$ cat src/rtl/ex_muldiv.sv
// rtl/ex_muldiv.sv - iterative multiply/divide/multiply-accumulate unit for the execute stage
module ex_muldiv #(
  parameter int WIDTH      = 32,
  parameter bit EARLY_ZERO = 1'b1
) (
  input  logic                 clk,
  input  logic                 rst,
  input  logic                 start_i,
  input  logic [1:0]           op_i,
  input  logic                 signed_i,
  input  logic [WIDTH-1:0]     opa_i,
  input  logic [WIDTH-1:0]     opb_i,
  input  logic [2*WIDTH-1:0]   hilo_i,
  input  logic                 annul_i,
  output logic                 busy_o,
  output logic [WIDTH-1:0]     hi_o,
  output logic [WIDTH-1:0]     lo_o,
  output logic                 whilo_o,
  output logic                 dbz_o
);

  localparam int CW = $clog2(WIDTH + 1);

  localparam logic [1:0] OP_MULT = 2'b00;
  localparam logic [1:0] OP_DIV  = 2'b01;
  localparam logic [1:0] OP_MADD = 2'b10;
  localparam logic [1:0] OP_MSUB = 2'b11;

  typedef enum logic [1:0] {S_IDLE, S_ITER, S_FIX, S_DONE} state_t;

  state_t               state_q, state_d;
  logic [CW-1:0]        cnt_q, cnt_d;
  // Shared working register: upper half is the partial product / remainder,
  // lower half is the multiplier being shifted out / quotient being shifted in.
  logic [2*WIDTH-1:0]   work_q, work_d;
  // Magnitude of the second operand: addend for multiply, divisor for divide.
  logic [WIDTH-1:0]     opd_q, opd_d;
  logic [1:0]           op_q, op_d;
  logic                 neg_p_q, neg_p_d;
  logic                 neg_r_q, neg_r_d;
  logic [2*WIDTH-1:0]   hilo_q, hilo_d;
  logic [2*WIDTH-1:0]   res_q, res_d;
  logic                 dbz_q, dbz_d;

  logic                 neg_a, neg_b;
  logic [WIDTH-1:0]     mag_a, mag_b;
  logic                 fast_dbz, fast_zero;
  logic [WIDTH:0]       mul_sum;
  logic [2*WIDTH-1:0]   mul_step;
  logic [WIDTH:0]       div_shift;
  logic [WIDTH:0]       div_diff;
  logic [2*WIDTH-1:0]   div_step;
  logic [2*WIDTH-1:0]   prod_s;
  logic [WIDTH-1:0]     quot_s, rem_s;
  logic [2*WIDTH-1:0]   fix_res;

  // Operand decode: magnitudes, signs and fast-path detection on the request
  always_comb begin
    neg_a     = signed_i & opa_i[WIDTH-1];
    neg_b     = signed_i & opb_i[WIDTH-1];
    mag_a     = neg_a ? -opa_i : opa_i;
    mag_b     = neg_b ? -opb_i : opb_i;
    fast_dbz  = (op_i == OP_DIV) && (opb_i == '0);
    fast_zero = EARLY_ZERO && (op_i != OP_DIV) && ((opa_i == '0) || (opb_i == '0));
  end

  // One iteration step for shift-add multiply and restoring divide
  always_comb begin
    mul_sum   = {1'b0, work_q[2*WIDTH-1:WIDTH]} + (work_q[0] ? {1'b0, opd_q} : '0);
    mul_step  = {mul_sum, work_q[WIDTH-1:1]};
    // Remainder stays below the divisor, so the shifted value needs WIDTH+1 bits
    // and a non-negative difference always has a clear top bit.
    div_shift = {work_q[2*WIDTH-1:WIDTH], work_q[WIDTH-1]};
    div_diff  = div_shift - {1'b0, opd_q};
    div_step  = div_diff[WIDTH] ? {div_shift[WIDTH-1:0], work_q[WIDTH-2:0], 1'b0}
                                : {div_diff[WIDTH-1:0],  work_q[WIDTH-2:0], 1'b1};
  end

  // Sign fix-up and accumulate applied to the finished magnitude result
  always_comb begin
    prod_s = neg_p_q ? -work_q : work_q;
    quot_s = neg_p_q ? -work_q[WIDTH-1:0] : work_q[WIDTH-1:0];
    rem_s  = neg_r_q ? -work_q[2*WIDTH-1:WIDTH] : work_q[2*WIDTH-1:WIDTH];
    case (op_q)
      OP_MULT: fix_res = prod_s;
      OP_DIV:  fix_res = {rem_s, quot_s};
      OP_MADD: fix_res = hilo_q + prod_s;
      default: fix_res = hilo_q - prod_s;
    endcase
  end

  // Next-state logic; annul returns to IDLE from anywhere
  always_comb begin
    state_d = state_q;
    if (annul_i) begin
      state_d = S_IDLE;
    end else begin
      case (state_q)
        S_IDLE: if (start_i) state_d = (fast_dbz || fast_zero) ? S_DONE : S_ITER;
        S_ITER: if (cnt_q == CW'(1)) state_d = S_FIX;
        S_FIX:  state_d = S_DONE;
        default: state_d = S_IDLE;
      endcase
    end
  end

  // Datapath next values: capture on accept, iterate, then fix up
  always_comb begin
    cnt_d   = cnt_q;
    work_d  = work_q;
    opd_d   = opd_q;
    op_d    = op_q;
    neg_p_d = neg_p_q;
    neg_r_d = neg_r_q;
    hilo_d  = hilo_q;
    res_d   = res_q;
    dbz_d   = dbz_q;
    if (!annul_i) begin
      case (state_q)
        S_IDLE: begin
          if (start_i) begin
            cnt_d   = CW'(WIDTH);
            work_d  = {{WIDTH{1'b0}}, mag_a};
            opd_d   = mag_b;
            op_d    = op_i;
            neg_p_d = neg_a ^ neg_b;
            neg_r_d = neg_a;
            hilo_d  = hilo_i;
            dbz_d   = fast_dbz;
            // Only matters on the fast paths; the iterative path overwrites it in FIX.
            res_d   = fast_dbz ? {opa_i, {WIDTH{1'b1}}}
                               : ((op_i == OP_MULT) ? '0 : hilo_i);
          end
        end
        S_ITER: begin
          cnt_d  = cnt_q - CW'(1);
          work_d = (op_q == OP_DIV) ? div_step : mul_step;
        end
        S_FIX: res_d = fix_res;
        default: ;
      endcase
    end
  end

  // State register
  always_ff @(posedge clk or negedge rst) begin
    if (!rst) state_q <= S_IDLE;
    else      state_q <= state_d;
  end

  // Datapath registers
  always_ff @(posedge clk or negedge rst) begin
    if (!rst) begin
      cnt_q   <= '0;
      work_q  <= '0;
      opd_q   <= '0;
      op_q    <= '0;
      neg_p_q <= 1'b0;
      neg_r_q <= 1'b0;
      hilo_q  <= '0;
      res_q   <= '0;
      dbz_q   <= 1'b0;
    end else begin
      cnt_q   <= cnt_d;
      work_q  <= work_d;
      opd_q   <= opd_d;
      op_q    <= op_d;
      neg_p_q <= neg_p_d;
      neg_r_q <= neg_r_d;
      hilo_q  <= hilo_d;
      res_q   <= res_d;
      dbz_q   <= dbz_d;
    end
  end

  // Outputs: stall request, and results presented only in DONE
  always_comb begin
    busy_o  = !annul_i && ((state_q == S_IDLE && start_i) ||
                           state_q == S_ITER || state_q == S_FIX);
    hi_o    = (state_q == S_DONE) ? res_q[2*WIDTH-1:WIDTH] : '0;
    lo_o    = (state_q == S_DONE) ? res_q[WIDTH-1:0] : '0;
    whilo_o = (state_q == S_DONE) && !annul_i;
    dbz_o   = (state_q == S_DONE) && !annul_i && dbz_q;
  end

endmodule
$ cat config.mk
export PLATFORM = sky130hd
export DESIGN_NAME = ex_muldiv
export DESIGN_NICKNAME = d
export VERILOG_FILES = /design/src/rtl/ex_muldiv.sv
export SDC_FILE = /design/constraint.sdc
export NUM_CORES = 1
export LEC_CHECK = 0
export BUFFER_PORTS_ARGS = -buffer_cell sky130_fd_sc_hd__buf_4
export CAP_MARGIN = 15
export CORE_ASPECT_RATIO = 0.6
export CORE_UTILIZATION = 39
export DETAILED_ROUTE_END_ITERATION = 7
export GPL_TIMING_DRIVEN = 0
export PLACE_DENSITY = 0.61
export SYNTH_ARGS = -nofsm -noshare
export SYNTH_HDL_FRONTEND = slang
export SYNTH_SLANG_ARGS = --single-unit
$ cat constraint.sdc
create_clock -name clk -period 7.9 [get_ports clk]
set_clock_uncertainty 0.1 [all_clocks]
set_input_delay 1.185 -clock clk [delete_from_list [all_inputs] [get_ports clk]]
set_output_delay 1.185 -clock clk [all_outputs]
set_load 0.01 [all_outputs]
## After elaboration in Yosys (flattened, before gate mapping)

Index checks and enable logic that the tools add are counted.
W data, S select, Z words.

| word-level totals | value |
|---|---|
| input bits | 135 |
| output and inout bits | 67 |
| bits in registers | 237 |

| operators by class | value |
|---|---|
| muxes and demuxes | 24 |
| bitwise logic cells | 4 |
| add/subtract/negate cells | 10 |
| reductions and logical operators | 22 |
| equal/unequal tests | 11 |

Operators with widths:

| kind | number |
|---|---|
| $mux W64 | 7 |
| $pmux W64 S2 | 2 |
| $mux W32 | 7 |
| $pmux W64 S3 | 1 |
| $neg A32 Y32 | 4 |
| $add A64 B64 Y64 | 1 |
| $logic_not A32 Y1 | 2 |
| $neg A64 Y64 | 1 |
| $sub A64 B64 Y64 | 1 |
| $add A32 B32 Y33 | 1 |
| $sub A33 B32 Y33 | 1 |
| $pmux W6 S2 | 1 |
| $reduce_and A3 Y1 | 3 |
| $mux W2 | 4 |
| $eq A2 B1 Y1 const B | 3 |
| $eq A2 B2 Y1 const B | 3 |
| $eq A6 B1 Y1 const B | 1 |
| $logic_and A1 B1 Y1 | 6 |
| $logic_not A2 Y1 | 3 |
| $mux W6 | 1 |
| $ne A3 B3 Y1 const B | 2 |
| $pmux W2 S3 | 1 |
| $sub A6 B1 Y6 const B | 1 |
| $logic_or A1 B1 Y1 | 4 |
| 8 further kinds | 10 |

## Depth between registers and ports, before layout

Gate-level depths: netlist of run 1.

| logic depth | value |
|---|---|
| depth in word-level cells | 8 |
| gate-level depth with buffers | 30 |
| depth with buffers taken out | 26 |

## Worst setup path after synthesis of run 1

Ideal clock, no wire load.

| timing | value |
|---|---|
| path kind | reg-to-reg |
| from | register work_q[0] |
| to | register res_q[62] |
| arrival | 6.241 ns |
| setup slack | 1.441 ns |
| stages on the path, launching flop included | 30 |
| path through | dfrtp_1 -> clkbuf_1 -> clkinv_1 -> clkbuf_1 -> ha_1 -> nand2b_1 -> clkbuf_1 -> or4_1 -> buf_2 -> or3_1 -> mux2_2 -> a32oi_1 -> and4bb_1 -> or3b_1 -> o31ai_1 -> xor2_1 -> ha_1 -> clkbuf_1 -> nand2_1 -> o21ai_0 -> a21oi_1 -> o21ai_0 -> a21oi_1 -> o31ai_1 -> o21ai_0 -> o21ai_0 -> a41oi_1 -> o31ai_1 -> xor2_1 -> a21o_1 |

| on the way | value |
|---|---|
| cells in the longest elaborated chain, start to end | 5 |

Ends and longest elaborated chain:

| what | RTL line | RTL |
|---|---|---|
| from (decl) | 35 | `logic [2*WIDTH-1:0] work_q, work_d;` |
| from (signal assigned) | 165 | `work_q <= work_d;` |
| $neg A64 Y64 | 81 | `prod_s = neg_p_q ? -work_q : work_q;` |
| $mux W64 * | 81 |  |
| $sub A64 B64 Y64 / $add A64 B64 Y64 (equally long branches) | 88, 87 |  |
| $pmux W64 S3 * | 84 | `case (op_q)` |
| $pmux W64 S2 * | 119 | `case (state_q)` |
| to (signal assigned) | 171 | `res_q <= res_d;` |
| to (decl) | 42 | `logic [2*WIDTH-1:0] res_q, res_d;` |

Mark *: on every way between the ends. The rest lies on a longest branch, timed or not.
A chain may end at the register's enable or synchronous reset.

## Worst setup path after layout of run 1

| timing | value |
|---|---|
| from | register work_q[0] |
| to | register res_q[63] |

Same word-level chain as after synthesis.

==> metrics.yaml, run 1 <==
run_status: "completed"
cpLargestDelayFamily: "compound AO/OA/AOI/OAI gates"
cts_made_buffers: 28
io_pins: 202
coreArea_sq_um: 61400
hold_violations: 0
finalSetupViolCount: 0
cp.required_ns: 8.26
drt-total-wl_um: 112000
crit_fanout: 17
worstPathArrival_ns: 7.90
fin_tns_setup_ns: 0
dpl.hpwl_um: 90700
cap_violations: 0
worst_pin_slew_ns: 1.32
die_w_um: 325
vias: 27000
avgSynthCellArea_sq_um: 7.22
slew_violations: 0
yosys.cell_types.count: 86
path_buf_inv: 6
worstSetupPathType: "reg -> reg"
drt_iter0_markers: 3555
antenna_found_initial: 2
cts.sinks: 237
cp_common_cell: "nand2_1"
slew_headroom: 0.123
met1_usage: 0.512
clk_pin_slew_ns: 0.07
yosys_warnings: 0
syn_nets: 3670
worstSkewPairLatency_ns: 0.62
worstHoldStart: "res_q[11]$_DFFE_PN0P_"
synth-edff-count: 0
netlist_instances: 3386
cp-end-kind: "flop"
overflow: 0
grt_pass1_vias: 24600
via_per_inst: 6.04
period_needed_ns: 7.54
critPathLaunchType: "flop"
r2r_cells: 29
ys_ff_latch: 237
synth_seq_area_share: 0.243
grt_max_degree: 86
gr-usage-met2: 0.455
post-place-ws_ns: -1.39
dieArea_sq_um: 63700
nNetsFinal: 3902
nFillCells: 6433
period_share: 0.955
grt_pass1_wl_um: 163000
worstHoldPathType: "reg -> reg"
ant_nets: 0
area_growth_pct: 15.8
synth_area_sq_um: 24500
max_freq_ghz: 0.133
drive_gt1_frac: 0.0890
placed_cell_area_sq_um: 27100
drt-pass1-iter-count: 8
rrSetupSlack_ns: 0.36
port_buffers: 200
busiest_layer: "met1"
clk_path_buf_depth: 3
rr_startpoint: "work_q[0]$_DFFE_PN0P_"
use_met3: 0.128
cts-root-buf: "clkbuf_16"
place_congestion: 1.05
r2r-end: "res_q[63]$_DFFE_PN0P_"
htree_levels: 1
final_area_sq_um: 28300
synth_ff_type: "dfrtp_1"
whs_path_depth: 2
synthArstFlopShare: 1.00
hold_end: "res_q[11]$_DFFE_PN0P_"
hold_buffers: 0
track_usage: 0.343
initial_core_util: 0.398
wire_per_inst_um: 25.1
die_y_um: 196
cp_slowest_cell: "a211oi_2"
max_stage_delay_ns: 0.54
rows: 70
cts_tree: "yes"
setup_ws_ns: 0.356
drc_errors: 0
kinds of logic (layout without fill, tap and decap cells):
kind of cell	Yosys count	after routing	synth area share
AO/OA/AOI/OAI	1006	1006	0.254
XOR/XNOR	328	328	0.118
adder cells (fa/ha/maj)	149	149	0.0772
buffers and inverters	327	581	0.0506
flip-flops	237	237	0.243
multiplexers	17	17	0.00711
other	0	2	0
AND/OR/NAND/NOR	1322	1322	0.251
layer usage:
metal / vias to the layer above / share of wire
li1: 12400 / -
met1: 12900 / 0.47
met2: 1459 / 0.38
met3: 141 / 0.13
met4: 0 / 0.025
met5: - / 0
per-stage QoR:
stage	instances	hold slack, ns	util
after floorplan	3386	0.336	-
after global placement	4414	0.357	0.440
after detailed placement	4416	0.362	0.441
after CTS	4468	0.376	0.459
after global routing	4468	0.395	0.461
final	4470	0.370	0.461
synthesized netlist by cell type, types with 84 or more instances:
library cell | count | share of area
nand2_1 | 583 | 0.089
xor2_1 | 155 | 0.056
xnor2_1 | 172 | 0.062
dfrtp_1 | 237 | 0.24
a21oi_1 | 268 | 0.055
and2_1 | 85 | 0.022
nor2_1 | 279 | 0.043
ha_1 | 146 | 0.075
o21ai_0 | 317 | 0.065
inv_1 | 84 | 0.013
clkbuf_1 | 219 | 0.034
flip-flops by register name (all words and copies together) (netlist names):
name and count:
cnt_q 6, op_q 2, neg_p_q 1, opd_q 32, hilo_q 64, dbz_q 1, neg_r_q 1, res_q 64
work_q 64, state_q 2
tightest hold or removal path: stages (launching register included):
cell     delay [ns]
dfrtp_1        0.33
nand2_1        0.04
o21ai_0        0.06
cells in the final DEF, fill, tap and decap left out, drive strengths merged, types with 9 or more instances in the layout:
| cell | count |
|---|---|
| and2 | 86 |
| or2 | 16 |
| inv | 86 |
| o21a | 18 |
| buf | 227 |
| ha | 146 |
| clkbuf | 248 |
| nand4 | 37 |
| o21ai | 319 |
| o31ai | 50 |
| a211oi | 36 |
| nor2 | 279 |
| a31oi | 49 |
| or3 | 27 |
| nor2b | 23 |
| nand2 | 583 |
| o22ai | 14 |
| xor2 | 156 |
| a21oi | 268 |
| nor4 | 30 |
| o211ai | 33 |
| or4 | 25 |
| o41ai | 22 |
| a21o | 73 |
| o21bai | 16 |
| and3 | 28 |
| nand2b | 27 |
| nor3 | 51 |
| nand3 | 73 |
| xnor2 | 172 |
| mux2i | 14 |
| a22oi | 19 |
| dfrtp | 237 |
| o221ai | 9 |
layout make-up:
type,instances,area (sq um),share of cell area
Antenna cell,2,5.00,0.000177
Buffer,236,900,0.0318
Clock buffer,34,774,0.0274
Clock inverter,18,312,0.0110
Inverter,87,339,0.0120
Multi-Input combinational cell,2822,17400,0.615
Sequential cell,237,5930,0.210
Tap cell,828,1040,0.0366
Timing Repair Buffer,206,1600,0.0565
what timing repair did:
action                     in CTS  in global routing
buffers inserted                1                  2
pin swaps                       1                  4
gates resized for setup        12                 28
setup endpoints to repair      32                 17
worst max-delay path by stage:
| stage | start | to | slack, ns | cells after the start |
|---|---|---|---|---|
| global placement | work_q[0]$_DFFE_PN0P_ | res_q[56]$_DFFE_PN0P_ | -1.41 | 29 |
| floorplan | work_q[0]$_DFFE_PN0P_ | res_q[62]$_DFFE_PN0P_ | 1.44 | 29 |
| finish | work_q[0]$_DFFE_PN0P_ | res_q[63]$_DFFE_PN0P_ | 0.36 | 29 |
| detailed placement | work_q[0]$_DFFE_PN0P_ | res_q[42]$_DFFE_PN0P_ | -1.39 | 28 |
| CTS | work_q[0]$_DFFE_PN0P_ | res_q[62]$_DFFE_PN0P_ | 0.01 | 28 |
| global route | work_q[0]$_DFFE_PN0P_ | res_q[63]$_DFFE_PN0P_ | -0.01 | 28 |
Power of run 1 is not shown: default switching activity piles up to over one toggle a cycle in this logic, so the estimate is an artifact.
==> inputs of run 2 (changes only) <==
==> constraint.sdc (replaced) <==
create_clock -name clk -period 9.5 [get_ports clk]
set_clock_uncertainty 0.1 [all_clocks]
set_input_delay 1.425 -clock clk [delete_from_list [all_inputs] [get_ports clk]]
set_output_delay 1.425 -clock clk [all_outputs]
set_load 0.01 [all_outputs]
==> run 2 against run 1 <==
The flow now finishes with violations (DRC). Cell area decreased by 0.44%. Worst hold slack about the same. Final cell count about the same. Setup slack improved by 0.35 ns. Core utilization decreased by 0.20 points. First-iteration DRC count increased by 0.70%. Register-to-register slack improved by 0.35 ns. Maximum frequency decreased by 14%. Sequential share of layout area increased by 0.092 points.
==> metrics.yaml, run 2 (synthesized netlist as in run 1, its figures left out) <==
hold_buffers: 0
die_w_um: 325
rr_startpoint: "work_q[0]$_DFFE_PN0P_"
worstHoldStart: "res_q[11]$_DFFE_PN0P_"
period_share: 0.925
cts-root-buf: "clkbuf_16"
max_stage_delay_ns: 0.87
grt_pass1_vias: 24500
cp_slowest_cell: "o311ai_1"
nNetsFinal: 3905
hold_end: "res_q[11]$_DFFE_PN0P_"
cp.required_ns: 9.96
drt-pass1-iter-count: 8
worst_pin_slew_ns: 1.30
run_status: "finished with violations"
dpl.hpwl_um: 90700
rsz0062_at_grt: "no"
nFillCells: 6442
r2r-end: "res_q[62]$_DFFE_PN0P_"
track_usage: 0.343
mostFrequentLayoutCells: "583 x nand2_1, 317 x o21ai_0, 279 x nor2_1"
finalSetupViolCount: 0
via_per_inst: 6.03
critPathLaunchType: "flop"
drt_iter0_markers: 3580
max_freq_ghz: 0.114
initial_core_util: 0.398
worstSetupPathType: "reg -> reg"
cap_violations: 0
clk_pin_slew_ns: 0.07
slew_violations: 0
io_pins: 202
ant_nets: 0
crit_fanout: 10
period_needed_ns: 8.79
r2r_cells: 28
rrSetupSlack_ns: 0.71
slew_headroom: 0.131
whs_path_depth: 2
violations: "DRC"
hold_violations: 0
vias: 27000
clk_path_buf_depth: 3
drc_errors: 3
cts_made_buffers: 28
dieArea_sq_um: 63700
wire_per_inst_um: 25.1
reg_top3: "hilo_q: 64 flops, res_q: 64 flops, work_q: 64 flops"
worstHoldPathType: "reg -> reg"
coreArea_sq_um: 61400
die_y_um: 196
cp_common_cell: "o21ai_0"
rows: 70
place_congestion: 1.05
area_growth_pct: 15.3
fin_tns_setup_ns: 0
final_common_cell: "nand2_1"
drt-total-wl_um: 112000
overflow: 0
htree_levels: 1
grt_max_degree: 86
worstPathArrival_ns: 9.25
antenna_found_initial: 2
port_buffers: 200
worstSkewPairLatency_ns: 0.61
cp-end-kind: "flop"
cts_tree: "yes"
cts.sinks: 237
drive_gt1_frac: 0.0837
grt_pass1_wl_um: 163000
-- run 2: worst max path at each step --
stage,start,cells after the start,slack (ns),end
detailed placement,work_q[0]$_DFFE_PN0P_,28,0.21,res_q[42]$_DFFE_PN0P_
global route,work_q[0]$_DFFE_PN0P_,28,0.39,res_q[62]$_DFFE_PN0P_
finish,work_q[0]$_DFFE_PN0P_,28,0.71,res_q[62]$_DFFE_PN0P_
CTS,work_q[0]$_DFFE_PN0P_,28,0.16,res_q[42]$_DFFE_PN0P_
floorplan,work_q[0]$_DFFE_PN0P_,29,3.04,res_q[62]$_DFFE_PN0P_
global placement,work_q[0]$_DFFE_PN0P_,29,0.19,res_q[56]$_DFFE_PN0P_
-- run 2: worst max-delay path, delay by kind of cell (launching register included) --
| kind | cells | cell delay [ns] |
|---|---|---|
| XOR/XNOR | 2 | 0.67 |
| AO/OA/AOI/OAI | 12 | 3.31 |
| flip-flops | 1 | 0.47 |
| buffers and inverters | 6 | 1.40 |
| adder cells (fa/ha/maj) | 2 | 0.66 |
| AND/OR/NAND/NOR | 6 | 2.13 |
-- run 2: per-stage QoR --
| step | setup WS [ns] | hold WS, ns | instance area [sq um] | instances | util |
|---|---|---|---|---|---|
| 2_1_floorplan | 3.04 | 0.336 | 24500 | 3386 | - |
| 3_3_place_gp | 0.186 | 0.357 | 27000 | 4414 | 0.440 |
| 3_5_place_dp | 0.206 | 0.362 | 27100 | 4416 | 0.441 |
| 4_1_cts | 0.165 | 0.376 | 28100 | 4468 | 0.458 |
| 5_1_grt | 0.393 | 0.395 | 28200 | 4471 | 0.459 |
| 6_report | 0.710 | 0.370 | 28200 | 4472 | 0.459 |
-- run 2: layout make-up --
class | instances | area [sq um] | area share
flip-flops and latches | 237 | 5930 | 0.210
clock inverters | 18 | 312 | 0.0111
diodes | 1 | 2.50 | 0.0000888
plain buffers | 239 | 907 | 0.0322
multi-input cells | 2822 | 17300 | 0.614
inverters | 87 | 330 | 0.0117
clock buffers | 34 | 774 | 0.0275
well taps | 828 | 1040 | 0.0368
repair buffers | 206 | 1600 | 0.0567
-- run 2: layer usage --
metal | part of all wire | global-route usage
met5 | 0 | 0
met4 | 0.026 | 0.0763
met2 | 0.38 | 0.453
met3 | 0.13 | 0.131
met1 | 0.46 | 0.511
-- run 2: repair_timing --
item / in CTS / in global routing
buffers inserted: 0 / 3
setup endpoints to repair: 0 / 18
resized for setup: 0 / 3
Power of run 2 is left out for the same reason.
